===== config.mk =====
export PLATFORM = sky130hd
export DESIGN_NAME = histogram_overlay_renderer_flat
export DESIGN_NICKNAME = d
export VERILOG_FILES = /design/src/rtl/histogram_overlay_renderer_if.sv /design/src/rtl/histogram_overlay_renderer.sv /design/src/flat_wrapper.sv
export SDC_FILE = /design/constraint.sdc
export NUM_CORES = 1
export LEC_CHECK = 0
export CAP_MARGIN = 20
export CORE_ASPECT_RATIO = 0.75
export CORE_MARGIN = 2
export CORE_UTILIZATION = 58
export CTS_BUF_LIST = sky130_fd_sc_hd__clkbuf_16
export CTS_CLUSTER_SIZE = 40
export DETAILED_ROUTE_END_ITERATION = 16
export PLACE_DENSITY_LB_ADDON = 0.08
export RECOVER_POWER = 100
export SLEW_MARGIN = 5
export SYNTH_ARGS = -nofsm -noshare
export SYNTH_HDL_FRONTEND = slang
export SYNTH_SLANG_ARGS = --single-unit

===== constraint.sdc =====
create_clock -name iClk -period 10.1 [get_ports iClk]
set_clock_uncertainty 0.15 [all_clocks]
set_input_delay 3.03 -clock iClk [delete_from_list [all_inputs] [get_ports iClk]]
set_output_delay 3.03 -clock iClk [all_outputs]
set_load 0.02 [all_outputs]

===== src/rtl/histogram_overlay_renderer_if.sv =====
// Purpose : raster/RAM/pixel signal bundle for histogram_overlay_renderer.
// Signals : iValid, iFrameStart, X_Cont, Y_Cont  - raster position and frame pulse
//           iHistoValue, oHistoAddr               - histogram RAM read port (1-cycle latency)
//           iMaxValue, iThreshPoint, iMode        - normalisation input and render controls
//           oPixel, oMarker, oValid, oBusy        - rendered planes, marker, valid, scan busy
// Modports: master = raster/RAM side driving the renderer, slave = renderer.
interface histogram_overlay_renderer_if #(
    parameter int BIN_BITS = 8,
    parameter int COUNT_W  = 20,
    parameter int NUM_CH   = 3,
    parameter int PIX_W    = 8
);
    logic                        iValid;
    logic                        iFrameStart;
    logic [15:0]                 X_Cont;
    logic [15:0]                 Y_Cont;
    logic [NUM_CH*COUNT_W-1:0]   iHistoValue;
    logic [COUNT_W-1:0]          iMaxValue;
    logic [BIN_BITS-1:0]         iThreshPoint;
    logic                        iMode;
    logic [BIN_BITS-1:0]         oHistoAddr;
    logic [NUM_CH*PIX_W-1:0]     oPixel;
    logic                        oMarker;
    logic                        oBusy;
    logic                        oValid;

    modport master (
        output iValid, iFrameStart, X_Cont, Y_Cont, iHistoValue, iMaxValue, iThreshPoint, iMode,
        input  oHistoAddr, oPixel, oMarker, oBusy, oValid
    );

    modport slave (
        input  iValid, iFrameStart, X_Cont, Y_Cont, iHistoValue, iMaxValue, iThreshPoint, iMode,
        output oHistoAddr, oPixel, oMarker, oBusy, oValid
    );
endinterface


===== src/rtl/histogram_overlay_renderer.sv =====
// Purpose : renders one horizontal histogram bar per raster line for NUM_CH channels.
//           Bars start at ORIGIN_X and grow toward smaller X; bin 0 sits on line ORIGIN_Y.
//           Bar length = count >> active shift, saturated to 2^LEN_BITS. The shift is found
//           by a serial leading-one scan of the frame max and applied from the next frame on.
// Ports   : iClk - pixel clock
//           iRst - asynchronous active-high reset
//           bus  - slave modport of histogram_overlay_renderer_if (raster in, RAM port,
//                  pixel planes / marker / valid / busy out, 2-cycle pixel latency)
//
// state | meaning
// IDLE  | no scan running, pending shift stable
// SCAN  | walking r_idx down from COUNT_W-1 looking for the max's leading one
// DONE  | leading one found (or idx 0 reached); load pending shift
module histogram_overlay_renderer #(
    parameter int BIN_BITS = 8,
    parameter int COUNT_W  = 20,
    parameter int NUM_CH   = 3,
    parameter int PIX_W    = 8,
    parameter int LEN_BITS = 8,
    parameter int ORIGIN_X = 800,
    parameter int ORIGIN_Y = 383
) (
    input  logic                          iClk,
    input  logic                          iRst,
    histogram_overlay_renderer_if.slave   bus
);
    localparam int SH_W  = $clog2(COUNT_W + 1);
    localparam int IDX_W = $clog2(COUNT_W);
    localparam int TOP_W = IDX_W + 1;
    localparam int BAR_LEN = 2 ** LEN_BITS;
    localparam logic [15:0] OX = 16'(ORIGIN_X);
    localparam logic [15:0] OY = 16'(ORIGIN_Y);

    localparam logic [1:0] S_IDLE = 2'd0;
    localparam logic [1:0] S_SCAN = 2'd1;
    localparam logic [1:0] S_DONE = 2'd2;

    logic [1:0]           r_state;
    logic [COUNT_W-1:0]   r_max;
    logic [IDX_W-1:0]     r_idx;
    logic [SH_W-1:0]      r_active_shift;
    logic [SH_W-1:0]      r_pending_shift;

    logic                 r_s1_inside;
    logic [LEN_BITS-1:0]  r_s1_d;
    logic [BIN_BITS-1:0]  r_s1_bin;
    logic                 r_s1_valid;
    logic                 r_s1_mode;
    logic [BIN_BITS-1:0]  r_s1_thresh;

    logic [NUM_CH*PIX_W-1:0] r_pixel;
    logic                 r_marker;
    logic                 r_valid;

    // Differences are only meaningful when the matching <= test holds, so no wrap is seen.
    logic [15:0]          w_dy;
    logic [15:0]          w_dx;
    logic                 w_in_y;
    logic                 w_in_x;
    logic [TOP_W-1:0]     w_top;
    logic [SH_W-1:0]      w_new_shift;
    logic [NUM_CH*PIX_W-1:0] w_pix;

    assign w_dy   = OY - bus.Y_Cont;
    assign w_dx   = OX - bus.X_Cont;
    assign w_in_y = (bus.Y_Cont <= OY) && ({1'b0, w_dy} < 17'(2 ** BIN_BITS));
    assign w_in_x = (bus.X_Cont <= OX) && ({1'b0, w_dx} < 17'(BAR_LEN));
    assign bus.oHistoAddr = w_dy[BIN_BITS-1:0];

    // Leading-one position + 1 is the bit count of the max; keep LEN_BITS of them.
    assign w_top       = TOP_W'(r_idx) + TOP_W'(1);
    assign w_new_shift = ((r_max != '0) && (w_top > TOP_W'(LEN_BITS)))
                         ? SH_W'(w_top - TOP_W'(LEN_BITS)) : '0;

    genvar c;
    generate
        for (c = 0; c < NUM_CH; c++) begin : g_ch
            logic [COUNT_W-1:0]  w_shifted;
            logic [LEN_BITS:0]   w_len;
            logic [LEN_BITS:0]   w_d_ext;
            logic                w_hit;

            assign w_shifted = bus.iHistoValue[c*COUNT_W +: COUNT_W] >> r_active_shift;
            assign w_len     = (w_shifted > COUNT_W'(BAR_LEN)) ? (LEN_BITS+1)'(BAR_LEN)
                                                              : w_shifted[LEN_BITS:0];
            assign w_d_ext   = {1'b0, r_s1_d};
            // Outline mode lights only the last pixel of the bar.
            assign w_hit     = r_s1_mode ? ((w_len != '0) && (w_d_ext == w_len - (LEN_BITS+1)'(1)))
                                         : (w_d_ext < w_len);
            assign w_pix[c*PIX_W +: PIX_W] = {PIX_W{r_s1_inside & w_hit}};
        end
    endgenerate

    always_ff @(posedge iClk or posedge iRst) begin
        if (iRst) begin
            r_s1_inside <= 1'b0;
            r_s1_d      <= '0;
            r_s1_bin    <= '0;
            r_s1_valid  <= 1'b0;
            r_s1_mode   <= 1'b0;
            r_s1_thresh <= '0;
            r_pixel     <= '0;
            r_marker    <= 1'b0;
            r_valid     <= 1'b0;
        end else begin
            r_s1_inside <= w_in_x & w_in_y;
            r_s1_d      <= w_dx[LEN_BITS-1:0];
            r_s1_bin    <= w_dy[BIN_BITS-1:0];
            r_s1_valid  <= bus.iValid;
            r_s1_mode   <= bus.iMode;
            r_s1_thresh <= bus.iThreshPoint;
            r_pixel     <= w_pix;
            r_marker    <= r_s1_inside && (r_s1_bin == r_s1_thresh);
            r_valid     <= r_s1_valid;
        end
    end

    // A frame start always wins: it promotes the last completed result and restarts the scan,
    // so an interrupted scan never reaches the pending shift.
    always_ff @(posedge iClk or posedge iRst) begin
        if (iRst) begin
            r_state         <= S_IDLE;
            r_max           <= '0;
            r_idx           <= '0;
            r_active_shift  <= '0;
            r_pending_shift <= '0;
        end else if (bus.iFrameStart) begin
            r_active_shift <= r_pending_shift;
            r_max          <= bus.iMaxValue;
            r_idx          <= IDX_W'(COUNT_W - 1);
            r_state        <= S_SCAN;
        end else begin
            case (r_state)
                S_SCAN: begin
                    if (r_max[r_idx] || (r_idx == '0)) r_state <= S_DONE;
                    else                               r_idx   <= r_idx - IDX_W'(1);
                end
                S_DONE: begin
                    r_pending_shift <= w_new_shift;
                    r_state         <= S_IDLE;
                end
                default: r_state <= S_IDLE;
            endcase
        end
    end

    assign bus.oPixel  = r_pixel;
    assign bus.oMarker = r_marker;
    assign bus.oValid  = r_valid;
    assign bus.oBusy   = (r_state == S_SCAN);
endmodule


===== src/flat_wrapper.sv =====
// flat-port wrapper written by rule: the top's interface ports become plain ports
module histogram_overlay_renderer_flat 
#(
    parameter int BIN_BITS = 8,
    parameter int COUNT_W  = 20,
    parameter int NUM_CH   = 3,
    parameter int PIX_W    = 8,
    parameter int LEN_BITS = 8,
    parameter int ORIGIN_X = 800,
    parameter int ORIGIN_Y = 383
)
  (iClk, iRst, bus_iValid, bus_iFrameStart, bus_X_Cont, bus_Y_Cont, bus_iHistoValue, bus_iMaxValue, bus_iThreshPoint, bus_iMode, bus_oHistoAddr, bus_oPixel, bus_oMarker, bus_oBusy, bus_oValid);
  histogram_overlay_renderer_if #(.BIN_BITS(BIN_BITS), .COUNT_W(COUNT_W), .NUM_CH(NUM_CH), .PIX_W(PIX_W)) bus_i ();
  input  logic iClk;
  input  logic iRst;
  input wire logic [$bits(bus_i.iValid)-1:0] bus_iValid;
  input wire logic [$bits(bus_i.iFrameStart)-1:0] bus_iFrameStart;
  input wire logic [$bits(bus_i.X_Cont)-1:0] bus_X_Cont;
  input wire logic [$bits(bus_i.Y_Cont)-1:0] bus_Y_Cont;
  input wire logic [$bits(bus_i.iHistoValue)-1:0] bus_iHistoValue;
  input wire logic [$bits(bus_i.iMaxValue)-1:0] bus_iMaxValue;
  input wire logic [$bits(bus_i.iThreshPoint)-1:0] bus_iThreshPoint;
  input wire logic [$bits(bus_i.iMode)-1:0] bus_iMode;
  output wire logic [$bits(bus_i.oHistoAddr)-1:0] bus_oHistoAddr;
  output wire logic [$bits(bus_i.oPixel)-1:0] bus_oPixel;
  output wire logic [$bits(bus_i.oMarker)-1:0] bus_oMarker;
  output wire logic [$bits(bus_i.oBusy)-1:0] bus_oBusy;
  output wire logic [$bits(bus_i.oValid)-1:0] bus_oValid;
  assign bus_i.iValid = bus_iValid;
  assign bus_i.iFrameStart = bus_iFrameStart;
  assign bus_i.X_Cont = bus_X_Cont;
  assign bus_i.Y_Cont = bus_Y_Cont;
  assign bus_i.iHistoValue = bus_iHistoValue;
  assign bus_i.iMaxValue = bus_iMaxValue;
  assign bus_i.iThreshPoint = bus_iThreshPoint;
  assign bus_i.iMode = bus_iMode;
  assign bus_oHistoAddr = bus_i.oHistoAddr;
  assign bus_oPixel = bus_i.oPixel;
  assign bus_oMarker = bus_i.oMarker;
  assign bus_oBusy = bus_i.oBusy;
  assign bus_oValid = bus_i.oValid;
  histogram_overlay_renderer #(.BIN_BITS(BIN_BITS), .COUNT_W(COUNT_W), .NUM_CH(NUM_CH), .PIX_W(PIX_W), .LEN_BITS(LEN_BITS), .ORIGIN_X(ORIGIN_X), .ORIGIN_Y(ORIGIN_Y)) u_core (.iClk(iClk), .iRst(iRst), .bus(bus_i));
endmodule

Word-level counts from Yosys, hierarchy flattened:

Cells that the tools add are included.

* ROM bits: 0
* register bits: 83
* output and inout port bits: 35
* logic and storage cells: 81
* bits in latches: 0
* memories: 0
* memory bits (writable): 0

* $add $sub $neg: 8
* $lt $le $gt $ge: 12
* shifts and indexed selects: 3
* equality and inequality tests: 8
* $mul: 0
* divide/modulo/power cells: 0
* multiplexer cells: 15
* bitwise operators: 5
* reductions and logical operators: 16

Operators with widths (number)
* 20-bit by 9-bit greater-than comparator with 1-bit output (second input constant): 3
* 20-bit by 5-bit >> shifter with 20-bit output: 3
* 16-bit by 9-bit less-than comparator with 1-bit output (second input constant): 2
* 8-bit by 9-bit == test with 1-bit output: 3
* 8-bit by 9-bit less-than comparator with 1-bit output: 3
* 9-bit two-way mux: 3
* 9-bit nonzero test: 3
* 9-bit by 1-bit subtractor with 9-bit output (second input constant): 3
* 5-bit two-way mux: 4
* 20-bit nonzero test: 1
* 16-bit by 10-bit <= comparator with 1-bit output (second input constant): 1
* 16-bit by 9-bit <= comparator with 1-bit output (second input constant): 1
* 10-bit by 16-bit subtractor with 16-bit output (first input constant): 1
* 9-bit by 16-bit subtractor with 16-bit output (first input constant): 1
* 8-bit == test: 1
* 1-bit logical AND: 7
* 5-bit by 1-bit adder with 6-bit output (second input constant): 1
* 6-bit by 4-bit greater-than comparator with 1-bit output (second input constant): 1
* 5-bit by 6-bit less-than comparator with 1-bit output (second input constant): 1
* 2-bit two-way mux: 3
* 1-bit binary-select mux with 5-bit select: 1
* 5-bit logical NOT: 1
* 5-bit by 1-bit subtractor with 5-bit output (second input constant): 1
* 5-bit by 4-bit subtractor with 5-bit output (second input constant): 1
* 10 further kinds: 17

Longest topological paths before layout:

Gate-level depths: netlist of run 1.

* depth after elaboration: 8
* depth in mapped cells: 26
* mapped depth without buffers: 20

Least setup slack after synthesis of run 1:

No wires, ideal clock.

* path type: input to register
* from: in bus_iHistoValue[58]
* to: reg, netlist name u_core.bus.oPixel[16]
* path slack: 3.396 ns
* data arrival time: 6.466 ns
* data required time: 9.863 ns
* stages on the path: 18
* cell sequence: mux4_2 > or4_1 > a2111oi_2 > o31a_1 > buf_4 > clkbuf_1 > nand2_1 > ha_1 > nor2b_1 > o21a_1 > o21a_1 > o21ai_0 > nand2b_1 > a21oi_1 > o21ai_0 > nand2_1 > a32oi_1 > a22oi_1

* word-level cells in the longest chain between the ends: 8
* elaborated cells between the ends (all ways): 10

RTL lines
* from (decl): line flat_wrapper.sv:20 `input wire logic [$bits(bus_i.iHistoValue)-1:0] bus_iHistoValue;`
* 20-bit by 5-bit >> shifter with 20-bit output (*): line histogram_overlay_renderer.sv:83 `assign w_shifted = bus.iHistoValue[c*COUNT_W +: COUNT_W] >> r_active_shift;`
* 20-bit by 9-bit greater-than comparator with 1-bit output: line histogram_overlay_renderer.sv:84 `assign w_len = (w_shifted > COUNT_W'(BAR_LEN)) ? (LEN_BITS+1)'(BAR_LEN)`
* 9-bit two-way mux (*): line histogram_overlay_renderer.sv:84
* 9-bit by 1-bit subtractor with 9-bit output: line histogram_overlay_renderer.sv:88 `assign w_hit = r_s1_mode ? ((w_len != '0) && (w_d_ext == w_len - (LEN_BITS+1)'(1)))`
* 8-bit by 9-bit == test with 1-bit output: line histogram_overlay_renderer.sv:88
* 1-bit logical AND: line histogram_overlay_renderer.sv:88
* 1-bit two-way mux (*): line histogram_overlay_renderer.sv:88
* 1-bit bitwise AND (*): line histogram_overlay_renderer.sv:90 `assign w_pix[c*PIX_W +: PIX_W] = {PIX_W{r_s1_inside & w_hit}};`
* net u_core.w_pix[16]: line histogram_overlay_renderer.sv:62 `logic [NUM_CH*PIX_W-1:0] w_pix;`

Mark *: on every way through the listed nets, which the timed path passes. The rest lies on a longest branch.
A chain may end at the register's enable or synchronous reset.

Worst setup path after layout of run 1:

* from: in bus_iHistoValue[19]
* to: reg u_core.r_pixel[7] (netlist: u_core.bus.oPixel[7])

* word-level cells in the longest chain between the ends: 8
* elaborated cells between the ends (all ways): 10

RTL lines
* 20-bit by 5-bit >> shifter with 20-bit output (*): line histogram_overlay_renderer.sv:83
* 20-bit by 9-bit greater-than comparator with 1-bit output: line histogram_overlay_renderer.sv:84
* 9-bit two-way mux (*): line histogram_overlay_renderer.sv:84
* 9-bit by 1-bit subtractor with 9-bit output: line histogram_overlay_renderer.sv:88
* 8-bit by 9-bit == test with 1-bit output: line histogram_overlay_renderer.sv:88
* 1-bit logical AND: line histogram_overlay_renderer.sv:88
* 1-bit two-way mux (*): line histogram_overlay_renderer.sv:88
* 1-bit bitwise AND (*): line histogram_overlay_renderer.sv:90
* net u_core.w_pix[0]: line histogram_overlay_renderer.sv:62
* to (signal assigned): line histogram_overlay_renderer.sv:112 `r_pixel <= w_pix;`
* to (decl): line histogram_overlay_renderer.sv:51 `logic [NUM_CH*PIX_W-1:0] r_pixel;`

Marked as above.

==> results of run 1 <==
## through the flow
| step | cell area (um2) | instances | hold slack, ns | setup slack (ns) | total power, uW |
|---|---|---|---|---|---|
| after floorplan | 7950 | 838 | 0.1812 | 3.396 | 1515 |
| after global placement | 9296 | 1100 | 0.1831 | 2.275 | 1776 |
| after detailed placement | 9296 | 1100 | 0.1941 | 2.153 | 1818 |
| after CTS | 9604 | 1116 | 0.2147 | 2.489 | 2154 |
| after global routing | 9620 | 1117 | 0.2239 | 1.233 | 2343 |
| final | 9620 | 1117 | 0.2110 | 1.742 | 2197 |
## cells in the final DEF, fill, tap and decap left out, drive strengths merged, types with 7 or more instances in the layout
cell type	Yosys	layout
nor3	17	17
a21oi	36	36
clkdlybuf4s50	0	102
a31oi	8	8
dfrtp	69	69
o21a	12	12
and2	12	12
nor4	18	18
mux2i	42	42
dlygate4sd3	0	57
inv	35	37
clkbuf	25	11
xor2	17	17
nand4	8	8
xnor2	24	24
nand3	21	21
nor2b	8	8
o211ai	9	9
mux4	61	61
ha	37	37
nand2b	11	11
a21o	7	7
nand2	87	87
o21ai	48	48
o22ai	8	8
mux2	30	30
nor3b	7	7
and3	7	7
nor2	38	38
## layout make-up
class	instances	area [um2]	share of cell area [%]
multi-input combinational	652	5553	57.72
sequential	69	1734	18.03
timing repair buffer	167	1664	17.30
clock buffer	9	225.2	2.341
tap	175	219.0	2.276
inverter	38	142.6	1.483
clock inverter	7	82.58	0.8584
## path summary, 6_finish.rpt
check                                      endpoint  slack [ns]  depth (start not counted)
hold / removal                    u_core.bus.oValid        0.21                          0
setup reg to reg               u_core.bus.oPixel[7]        3.80                         19
setup / recovery               u_core.bus.oPixel[7]        1.74                         18
max in group asynchronous  u_core.r_active_shift[0]        2.82                          3
hold reg to reg                   u_core.bus.oValid        0.21                          0
min in group asynchronous     u_core.r_s1_thresh[2]        4.42                          3
## registers in the layout (all words and copies together), names as in the netlist
signal / flops
u_core.bus.oMarker: 1
u_core.bus.oPixel: 3
u_core.bus.oValid: 1
u_core.r_active_shift: 5
u_core.r_idx: 5
u_core.r_max: 20
u_core.r_pending_shift: 5
u_core.r_s1_bin: 8
u_core.r_s1_d: 8
u_core.r_s1_inside: 1
u_core.r_s1_mode: 1
u_core.r_s1_thresh: 8
u_core.r_s1_valid: 1
u_core.r_state: 2
## worst max-delay path, delay by kind of cell
kind                     cells  cell delay, ns
multiplexers                 1            0.58
buffers and inverters        2            0.75
adder cells (fa/ha/maj)      1            0.36
AO/OA/AOI/OAI                9            2.54
AND/OR/NAND/NOR              4            1.07
XOR/XNOR                     1            0.12
## where the power goes
group	leakage, uW	internal, uW	switching (uW)	total [uW]
clock	0.000145	195	131	326
sequential	0.000826	312	73.3	386
combinational	0.00284	645	840	1490
## routing by layer
layer / vias up / wire, um / global-route usage [%]
met5: - / 0 / 0
met4: 0 / 217 / 5.123
met3: 30 / 2750 / 8.814
met2: 502 / 10160 / 45.67
met1: 3586 / 10080 / 48.41
li1: 3362 / - / -
## logic make-up after synthesis
kind of cell | after synthesis | share of synthesized area [%]
AOI/OAI and AO/OA | 190 | 16.38
and+or+nand+nor | 250 | 15.83
xor gates and xnor gates | 42 | 4.800
DFF | 69 | 21.72
buffers and inverters | 117 | 8.388
adders and majority gates | 37 | 5.823
muxes | 133 | 27.05
==> results.md, run 1 <==
* Area contributors post-synth: dfrtp_1 22%, mux4_2 16%, ha_1 5.8%, mux2i_1 5.3%, mux2_2 4.2%
* Commonest cells in the synthesized netlist: 86 x nand2_1, 69 x dfrtp_1, 56 x mux4_2
* Starting density of the core at a little under 60%
* Layout area overhead at 21.01%
* CTS root buf: clkbuf_16
* Number of remaining DRC errors at 0
* Worst-margin pin slew at about 3.7 ns
* RSZ-0062 raised after global routing: no
* Syn Inst Count at 838
* First-pass GRT wire length at 37330 um
* Largest net degree at the start of global routing at 78
* DR WL/cell at between 20 and 25 um
* Worst-path clk slew at about 0.060 ns
* Drt first-iter violations at ~990
* Sequential area share after synthesis at around 22%
* Failing checks: capacitance limit, slew limit
* Die Wd at roughly 140 um
* PortBufs at approximately 160
* Lkg Pwr at approximately 0.0038 uW
* Yosys reg bits at 69
* Min-delay src: u_core.r_s1_valid
* CTS tree: yes
* Hold Path Class: reg2reg
* Syn Nets at 1000
* Die ar. at approximately 0.015 mm2
* NumNets Final at between 1000 and 1500
* Type of origin of the critical path: input port
* Die Span Y at roughly 110 um
* Row count at 37
* Core area at 0.01356 mm2
* CTS H-tree depth at 3
* HPWL after DPL at 17680 um
* CP max-delay cell: a21boi_0
* Antenna viol nets, final at 0
* CP max FO at 13
* DR pass1 iterations at 6
* Clk sinks at 69
* Max Slew Vio Count at 108
* Final period util at between 80% and 90%
* Worst endpoint required time at just over 10 ns
* Total track usage at a little under a third
* # setup viols final at 0
* Ant. Diodes at 0
* Worst stage delay on the critical path at 1.13 ns
* Initial antenna violation count at 0
* Count leader, synth: nand2_1
* Crit path kind: in2reg
* Layout cell share with drive strength beyond 1 at 13.16%
* Mean Syn Cell Area at about 9.5 um2
* Placer Congestion at about 1.0
* Fin crit period at 8.358 ns
* Max VDD drop at 0.1535 mV
* Fmax achieved at roughly 120 MHz
* Relative slew slack at -144.4%
* TritonCTS buffer count at 9
* Crit-path cells: clkdlybuf4s50_1, mux4_2, or4_1, o31ai_1, o211ai_1, a21boi_0, a41oi_1, inv_1, nand3_1, ha_1, xnor2_1, nor3b_1, o31ai_1, a31o_2, a2111o_1, nor4_1, o21ai_1, o21ai_1
* Number of enable flip-flop cells after synthesis at 0
* Max clock buf depth at 2
* Gr ovfl total at 0
* Ports at 160
* Ys async rst share at 100.0%
* Area fraction of the dominant cell type after synthesis at between 20% and 30%
* Unique cell type count in the Yosys netlist at 86
* Post-cts sizing count at 0
* Fillers at approximately 1000
* RR Startpoint: u_core.r_active_shift[2]
* Total wire length at 23200 um
* Util after Layout at a little under three quarters
* # hold bufs at CTS at 0
* Vias at 7480
* Synthesized cell area at around 0.008 mm2
* Yosys top cell by area: dfrtp_1
* Crit. End Element: flop
* Number of synthesis warnings at 0
* Max Cap Viol at 2
* Final hold vios at 0
* Fin Setup TNS at 0 ns
* Power per standard cell area at roughly 230 mW/mm2
* Arr. time, crit path at between 8 and 9 ns
* Clk Latency, worst-skew pair at ~0.33 ns
* Vias/cell at around 6.7
* Setup bufs post-CTS at 0
* Prevailing post-synth register cell: dfrtp_1
* Crit. Startpoint: bus_iHistoValue[19]
* Number of global-route vias before repair at about 6900
* Run status: finished, violations left
Power figures use the tool's default switching activity.
==> inputs of run 2 (changes only) <==
--- a/config.mk
+++ b/config.mk
@@ -8,7 +8,7 @@
 export CAP_MARGIN = 20
 export CORE_ASPECT_RATIO = 0.75
 export CORE_MARGIN = 2
-export CORE_UTILIZATION = 58
+export CORE_UTILIZATION = 54
 export CTS_BUF_LIST = sky130_fd_sc_hd__clkbuf_16
 export CTS_CLUSTER_SIZE = 40
 export DETAILED_ROUTE_END_ITERATION = 16
==> constraint.sdc (replaced) <==
create_clock -name iClk -period 8 [get_ports iClk]
set_clock_uncertainty 0.15 [all_clocks]
set_input_delay 2.4 -clock iClk [delete_from_list [all_inputs] [get_ports iClk]]
set_output_delay 2.4 -clock iClk [all_outputs]
set_load 0.02 [all_outputs]
==> run 2 against run 1 <==
  * The flow still finishes with violations (capacitance limit, slew limit)
  * Register-to-register slack worse by 1.6 ns
  * Sequential share of layout area is 0.16 points lower
  * Sequential power is 33% higher
  * Global-route usage is 1.9 points lower
  * First-iteration DRC count is 22% lower
  * Final area is 0.90% higher
  * Clock power is 42% higher
  * Largest cell class unchanged
  * Highest routed layer unchanged
==> results.md, run 2 (synthesized netlist as in run 1, its figures left out) <==
* Run status: finished, violations left
* Failing checks: capacitance limit, slew limit
* Max clock buf depth at 2 (unchanged)
* Ports at 160 (unchanged)
* Layout area overhead at 22.10%
* HPWL after DPL at 17720 um (+0.20%)
* Worst-path clk slew at 0.06 ns (about the same)
* CTS root buf: clkbuf_16
* Crit. Startpoint: bus_iHistoValue[30]
* Min-delay src: u_core.r_s1_valid
* Final hold vios at 0 (unchanged)
* CTS H-tree depth at 3 (unchanged)
* Dpl cell area at 0.009373 mm2 (+0.82%)
* Reg area at 0.001734 mm2 (unchanged)
* Placer Congestion at 0.9934 (-3.2%)
* Crit. End Element: flop
* # hold bufs at CTS at 0 (unchanged)
* Number of remaining DRC errors at 0 (unchanged)
* RSZ-0062 raised after global routing: no
* Relative slew slack at -140.6% (+3.8 points)
* Post-cts sizing count at 0 (unchanged)
* NumNets Final at 1104 (+0.45%)
* Max Slew Vio Count at 108 (unchanged)
* Core area at 0.01441 mm2 (+6.2%)
* Util after Layout at 67.38% (-3.5 points)
* Crit path kind: in2reg
* PortBufs at 159 (unchanged)
* Arr. time, crit path at 7.17 ns (-1.30 ns)
* Setup bufs post-CTS at 0 (unchanged)
* TritonCTS buffer count at 9 (unchanged)
* Layout cell share with drive strength beyond 1 at 13.62% (+0.46 points)
* # setup viols final at 0 (unchanged)
* Tot Pwr at 2834 uW (+29%)
* Worst-margin pin slew at 3.609 ns (-0.05625 ns)
* Lkg Pwr at 0.003850 uW (+1.0%)
* Worst endpoint required time at 8.08 ns (-2.13 ns)
* CP max FO at 15 (+2)
* Vias at 7398 (-1.1%)
* Fillers at 1136 (+14%)
* Die ar. at 0.01572 mm2 (+7.2%)
* Ant. Diodes at 0 (unchanged)
* Row count at 38 (+2.7%)
* Final cell count without fillers at 1147 (+2.7%)
* Hold Path Class: reg2reg
* RR Startpoint: u_core.r_active_shift[1]
* First-pass GRT wire length at 36230 um (-2.9%)
* Gr ovfl total at 0 (unchanged)
* Max reg flops at 20 (unchanged)
* Final period util at about nine tenths
* Highest-count cells in the layout ignoring fill and taps: 103 x clkdlybuf4s50_1, 86 x nand2_1, 67 x dfrtp_1
* Dpl cells at 1131 (+2.8%)
* Design Area, Final at 0.009707 mm2 (+0.90%)
* Fin crit period at around 7 ns
* Starting density of the core at 55.18% (-3.4 points)
* DR pass1 iterations at 6 (unchanged)
* Fin Setup TNS at 0 ns (unchanged)
* Largest net degree at the start of global routing at 70 (-10%)
* Drt first-iter violations at 775 (-22%)
* Type of origin of the critical path: input port
* Die Wd at 144.1 um (+3.5%)
* Antenna viol nets, final at 0 (unchanged)
* Commonest non-fill, non-tap cell in the layout: clkdlybuf4s50_1
* DR WL/cell at 20.23 um (-2.6%)
* Clk sinks at 69 (unchanged)
* Fmax achieved at 141.2 MHz
* Initial antenna violation count at 0 (unchanged)
* Top reg by flops: u_core.r_max
* Total wire length at 23210 um (about the same)
* Power per standard cell area at 291.9 mW/mm2 (+28%)
* Clk Latency, worst-skew pair at 0.34 ns (about the same)
* Total track usage at 29.83% (-1.9 points)
* Max VDD drop at 0.1865 mV (+22%)
* Number of global-route vias before repair at 6689 (-3.1%)
* Max Cap Viol at 2 (unchanged)
* Vias/cell at 6.450 (-3.7%)
* Die Span Y at 109.1 um (+3.5%)
* Multi-input logic area at 0.005555 mm2 (about the same)
* CTS tree: yes
## run 2: worst max-delay path: stages
cell and delay [ns]:
clkdlybuf4s50_1 0.50, mux4_2 0.57, a32oi_1 0.27, o2111a_1 0.27, o211ai_1 0.14, o41ai_2 0.48, and2_0 0.59, nand2_1 0.23
ha_1 0.31, nor2b_1 0.14, o21a_1 0.16, o21a_1 0.16, o21a_1 0.18, o21a_1 0.16, o21ai_0 0.15, nand2b_1 0.07
a21oi_1 0.16, o21ai_0 0.11, o31ai_1 0.11
## run 2: path summary, 6_finish.rpt
kind | to | slack, ns | cells past startpoint
setup / recovery | u_core.bus.oPixel[15] | 0.92 | 19
hold / removal | u_core.bus.oValid | 0.22 | 0
setup reg to reg | u_core.bus.oPixel[16] | 2.17 | 14
hold reg to reg | u_core.bus.oValid | 0.22 | 0
max in group asynchronous | u_core.r_active_shift[1] | 1.40 | 3
min in group asynchronous | u_core.r_active_shift[4] | 3.78 | 3
## run 2: final cells by class
type	instances	area share, %
multi-input combinational	652	57.23
tap	200	2.578
sequential	69	17.87
clock buffer	9	2.320
inverter	38	1.469
timing repair buffer	172	17.29
clock inverter	7	1.250
## run 2: routing by layer
metal / GRT usage [%] / vias to the layer above / part of all wire [%]
li1: - / 3360 / -
met1: 47.76 / 3561 / 46
met2: 40.27 / 443 / 41
met3: 7.334 / 34 / 11
met4: 5.882 / 0 / 1.4
met5: 0 / - / 0
## run 2: power by group
part | internal [uW] | switching [uW]
Clock | 306 | 158
Sequential | 394 | 120
Combinational | 820 | 1040
Total | 1520 | 1310
## run 2: metrics by stage
| step | setup WS [ns] | hold slack [ns] |
|---|---|---|
| CTS | 1.151 | 0.2214 |
| global route | 0.5714 | 0.2255 |
| global placement | 0.9535 | 0.1830 |
| floorplan | 1.926 | 0.1812 |
| finish | 0.9153 | 0.2178 |
| detailed placement | 0.8443 | 0.2082 |
